**config.mk**
```make
export PLATFORM = sky130hd
export DESIGN_NAME = spi_sp_ram
export DESIGN_NICKNAME = d
export VERILOG_FILES = /design/src/rtl/spi_ram_pkg.sv /design/src/rtl/sp_ram_array.sv /design/src/rtl/spi_sp_ram.sv
export SDC_FILE = /design/constraint.sdc
export NUM_CORES = 2
export LEC_CHECK = 0
export ABC_AREA = 1
export CORE_UTILIZATION = 55
export CTS_BUF_LIST = sky130_fd_sc_hd__clkbuf_8 sky130_fd_sc_hd__clkbuf_16
export DETAILED_ROUTE_END_ITERATION = 12
export GPL_TIMING_DRIVEN = 1
export PLACE_DENSITY = 0.71
export SKIP_LAST_GASP = 1
export SLEW_MARGIN = 5
export SYNTH_ARGS = -nofsm -noshare
export SYNTH_HDL_FRONTEND = slang
export SYNTH_SLANG_ARGS = --single-unit
```
**constraint.sdc**
```tcl
create_clock -name clk -period 3.95 [get_ports clk]
set_clock_uncertainty 0.1 [all_clocks]
set_input_delay 0.79 -clock clk [delete_from_list [all_inputs] [get_ports clk]]
set_output_delay 0.79 -clock clk [all_outputs]
set_load 0.02 [all_outputs]
```
**src/rtl/spi_ram_pkg.sv**
```systemverilog
// Shared command and field definitions for the SPI slave and its RAM.
// The slave and the RAM decode the same 10-bit word layout.
package spi_ram_pkg;

    localparam logic [1:0] CMD_WR_ADDR = 2'b00;
    localparam logic [1:0] CMD_WR_DATA = 2'b01;
    localparam logic [1:0] CMD_RD_ADDR = 2'b10;
    localparam logic [1:0] CMD_RD_DATA = 2'b11;

    localparam int CMD_MSB = 9;
    localparam int CMD_LSB = 8;

    typedef enum logic {
        IDLE = 1'b0,
        HOLD = 1'b1
    } hold_state_t;

endpackage

```
**src/rtl/sp_ram_array.sv**
```systemverilog
// Plain DEPTH x 8 storage: synchronous write, combinational read.
// No reset; contents are undefined until written.
module sp_ram_array #(
    parameter int DEPTH = 256,
    parameter int AW    = 8
) (
    input  logic          clk,
    input  logic          we,
    input  logic [AW-1:0] addr,
    input  logic [7:0]    din,
    output logic [7:0]    dout
);

    logic [7:0] mem [DEPTH];

    always_ff @(posedge clk) begin
        if (we) begin
            mem[addr] <= din;
        end
    end

    assign dout = mem[addr];

endmodule

```
**src/rtl/spi_sp_ram.sv**
```systemverilog
// Single-port RAM behind the SPI slave: decodes 10-bit command words
// and holds read data long enough for one MISO byte.
module spi_sp_ram
    import spi_ram_pkg::*;
#(
    parameter int MEM_DEPTH = 256,
    parameter int ADDR_SIZE = 8,
    parameter int TX_HOLD   = 8,
    parameter int AUTO_INC  = 0
) (
    input  logic       clk,
    input  logic       rst_n,
    input  logic [9:0] rx_data,
    input  logic       rx_valid,
    output logic [7:0] tx_data,
    output logic       tx_valid,
    output logic       busy
);

    localparam int CNT_W = (TX_HOLD > 1) ? $clog2(TX_HOLD) : 1;
    localparam logic [ADDR_SIZE:0] DEPTH_V = (ADDR_SIZE + 1)'(MEM_DEPTH);
    localparam logic [ADDR_SIZE-1:0] LAST = ADDR_SIZE'(MEM_DEPTH - 1);

    logic [1:0]           cmd;
    logic [ADDR_SIZE-1:0] load_addr;
    logic [ADDR_SIZE-1:0] wr_addr;
    logic [ADDR_SIZE-1:0] rd_addr;
    logic [ADDR_SIZE-1:0] ram_addr;
    logic [CNT_W-1:0]     hold_cnt;
    hold_state_t          state;
    logic                 wr_ok;
    logic                 rd_ok;
    logic                 ram_we;
    logic [7:0]           ram_dout;

    function automatic logic [ADDR_SIZE-1:0] bump(
        input logic [ADDR_SIZE-1:0] p
    );
        return (p == LAST) ? '0 : p + 1'b1;
    endfunction

    assign cmd       = rx_data[CMD_MSB:CMD_LSB];
    assign load_addr = rx_data[ADDR_SIZE-1:0];
    assign wr_ok     = {1'b0, wr_addr} < DEPTH_V;
    assign rd_ok     = {1'b0, rd_addr} < DEPTH_V;
    assign ram_addr  = (cmd == CMD_WR_DATA) ? wr_addr : rd_addr;
    assign ram_we    = rx_valid && (cmd == CMD_WR_DATA) && wr_ok;
    assign busy      = tx_valid;

    sp_ram_array #(
        .DEPTH (MEM_DEPTH),
        .AW    (ADDR_SIZE)
    ) u_array (
        .clk  (clk),
        .we   (ram_we),
        .addr (ram_addr),
        .din  (rx_data[7:0]),
        .dout (ram_dout)
    );

    always_ff @(posedge clk or negedge rst_n) begin
        if (!rst_n) begin
            state    <= IDLE;
            tx_data  <= '0;
            tx_valid <= 1'b0;
            hold_cnt <= '0;
            wr_addr  <= '0;
            rd_addr  <= '0;
        end else begin
            if (state == HOLD) begin
                if (hold_cnt == '0) begin
                    state    <= IDLE;
                    tx_valid <= 1'b0;
                end else begin
                    hold_cnt <= hold_cnt - 1'b1;
                end
            end
            // A read here overrides the countdown above, restarting the hold.
            if (rx_valid) begin
                unique case (cmd)
                    CMD_WR_ADDR: wr_addr <= load_addr;
                    CMD_WR_DATA: begin
                        if (AUTO_INC != 0) wr_addr <= bump(wr_addr);
                    end
                    CMD_RD_ADDR: rd_addr <= load_addr;
                    CMD_RD_DATA: begin
                        tx_data  <= rd_ok ? ram_dout : 8'h00;
                        tx_valid <= 1'b1;
                        state    <= HOLD;
                        hold_cnt <= CNT_W'(TX_HOLD - 1);
                        if (AUTO_INC != 0) rd_addr <= bump(rd_addr);
                    end
                    default: ;
                endcase
            end
        end
    end

endmodule
```
==> key figures <==
Status
  – Status: finished, final reports clean

Clocking
  – Clk sinks: 2077
  – CTS resizes: 0
  – CTS tree: built
  – CTS H-tree depth: 4
  – TritonCTS Buffers: 202
  – Post-CTS setup buffers: 0
  – Cts hold-fix bufs: 0
  – Root buf cell: clkbuf_16
  – Clk buf depth: 3
  – Clock transition at the registers of the reported paths: 0.06 ns
  – Clock Latency Late Sink: 0.85 ns

Timing
  – Tightest Pin Transition: 0.989 ns
  – Final hold viol count: 0
  – Slew HR: 34.0%
  – Max Slew Vio Count: 0
  – Crit share post-route: 96.4%
  – Fmax: 0.263 GHz
  – Hold_ws: 0.295 ns
  – RSZ-0062 raised after global routing: false
  – Setup slack after layout: 0.141 ns
  – Crit path time final: 3.81 ns
  – Final Setup Violations: 0
  – TNS Setup: 0 ns

Global route
  – First-pass GRT wire length: 360000 um
  – Initial antenna violation count: 4
  – Remaining global-route overflow: 0
  – Largest net degree at the start of global routing: 101
  – Total GRT Usage: 30.3%
  – Vias in the first global route: 59900

Logic synthesis
  – Most used flip-flop cell after synthesis: edfxtp_1
  – Post-Synthesis Cells: 8330
  – Synthesized flop and latch total: 2077
  – Sequential fraction of the synthesis area: 71.8%
  – Synth Area per Inst: 10.4 um2
  – Synth unique cells: 22
  – Synth cell count leaders: nand2_1, edfxtp_1, nor2_1
  – Post-synth EDFFs: 2048
  – Synth area leaders: edfxtp_1, nand2_1, nor2_1
  – Ys Warns: 0
  – Net Count, Synth: 8346
  – Post-synthesis cell type with the largest combined area: edfxtp_1
  – Most frequent cell after synthesis: nand2_1
  – Post-synth top area share: 71.0%
  – Synthesized cell area: 86600 um2
  – Post-synth ARST share: 1.40%

Place
  – Post-placement setup slack: -0.606 ns
  – GPL Wtd Cong: 0.941
  – DP Cell Count: 10700
  – I/O Buffers: 22
  – Dpl hpwl: 148000 um

Worst setup path
  – Crit path kind: primary input to flop
  – Critical Path AT: 4.44 ns
  – Startpoint types: primary input
  – Critical Path Sink Type: flop
  – Reg2Reg Depth: 18
  – Critical path peak fanout: 30
  – Critical path required time: 4.58 ns

Flow run
  – Max-cap viol count: 0

Final layout
  – Post-Layout Cell Count: 11100
  – Multi-input logic area: 22200 um2
  – Area Overhead vs Synth: 16.6%
  – Layout cells sized above 1: 11.5%
  – Fin nets: 8846
  – # fillers: 11500
  – Area occupied by registers: 62200 um2

Floorplanning
  – Die X: 399 um
  – Die area: 159000 um2
  – Initial core utilization: 55.5%
  – Core Area: 156000 um2
  – # rows: 145
  – Die height: 399 um
  – Boundary pin count: 23

Detailed routing
  – Final WL: 241000 um
  – Vias after detailed routing: 61700
  – Vias/cell: 5.58
  – Initial DRC Count: 7624
  – Final ANT Viol Nets: 0
  – Drt drc: 0
  – Pre-antenna DRT Iters: 6
  – WL/cell: 21.8 um

Power and ir drop
  – Maximum vdd drop: 0.000527 V
  – PwrDens: 518 nW/um2
  – Lkg Pwr: 41.3 nW
  – Total Power Consumption: 0.0523 W

Hold path
  – Tightest Hold Check Type: primary input to asynchronous set/reset pin
area by class of cell:
class | instances | area share (%)
antenna | 5 | 0.0124
clock buffer | 207 | 5.08
clock inverter | 167 | 1.43
inverter | 76 | 0.290
multi-input combinational | 5741 | 22.0
sequential | 2077 | 61.6
tap | 2058 | 2.55
timing repair buffer | 732 | 7.03
power breakdown:
group	switching [W]	internal (W)	leakage [nW]
Combinational	0.00607	0.00278	19.2
Clock	0.00843	0.0107	3.39
Sequential	0.0000800	0.0243	18.7
cells in the final DEF (no fill, tap or decap), types with 11 or more instances in the layout:
cell type and n:
nand2_1 4725, edfxtp_1 2048, nor2_1 600, buf_4 589, nand3_1 333, clkbuf_16 203
buf_12 121, inv_1 118, clkinv_1 41, o21ai_0 32, clkinv_2 31, dfrtp_1 29
bufinv_16 19, clkdlybuf4s50_1 14, a21oi_1 12, o21ai_1 11
cell families after synthesis:
| kind of cell | after synthesis | synth area share [%] |
|---|---|---|
| compound gates | 58 | 0.345 |
| fa+ha+maj | 3 | 0.0433 |
| buf+inv | 512 | 2.65 |
| flops | 2077 | 71.8 |
| simple gates | 5680 | 25.1 |
sequential cells by signal, indices dropped and copies added, names as in the netlist:
signal / cells
hold_cnt: 3
rd_addr: 8
u_array.mem: 2048
tx_data: 8
wr_addr: 8
state: 1
busy: 1
critical path: stages:
cell             delay (ns)
clkdlybuf4s50_1        0.60
inv_2                  0.10
nand2_2                0.16
nand2_4                0.10
buf_4                  0.16
buf_4                  0.27
buf_4                  0.32
nand3_1                0.11
nand2_1                0.05
nand2_1                0.05
nand2_1                0.05
nand2_1                0.06
nand2_1                0.06
nor2_1                 0.21
nor2_1                 0.07
nor2_1                 0.36
nand2_1                0.20
nand2_1                0.16
nand3_1                0.27
nor2_1                 0.18
nor2_1                 0.06
stage by stage:
stage / instance area [um2] / utilization, %
5_1_grt: 101000 / 64.7
3_3_place_gp: 94400 / 60.4
3_5_place_dp: 94400 / 60.4
6_report: 101000 / 64.7
2_1_floorplan: 86600 / -
4_1_cts: 101000 / 64.6
worst paths after layout:
path | endpoint | slack [ns] | start
setup / recovery | tx_data[6]$_DFFE_PN0P_ | 0.14 | rx_data[9]
min in group clk | u_array.mem[173][6]$_DFFE_PP_ | 0.31 | rx_data[6]
hold / removal | hold_cnt[2]$_DFF_PN0_ | 0.29 | rst_n
hold reg to reg | rd_addr[3]$_DFFE_PN0P_ | 0.39 | rd_addr[3]$_DFFE_PN0P_
setup reg to reg | tx_data[6]$_DFFE_PN0P_ | 0.48 | wr_addr[0]$_DFFE_PN0P_
max in group asynchronous | rd_addr[4]$_DFFE_PN0P_ | 3.06 | rst_n
layer usage:
metal  global-route usage [%]  wire length [um]  vias up
li1                         -                 -    28300
met1                     41.2             93400    29600
met2                     48.3            113000     3309
met3                     5.40             24500      533
met4                     13.0             10100        2
met5                        0                13        -
Note: power is estimated with default switching activity, not from simulation.
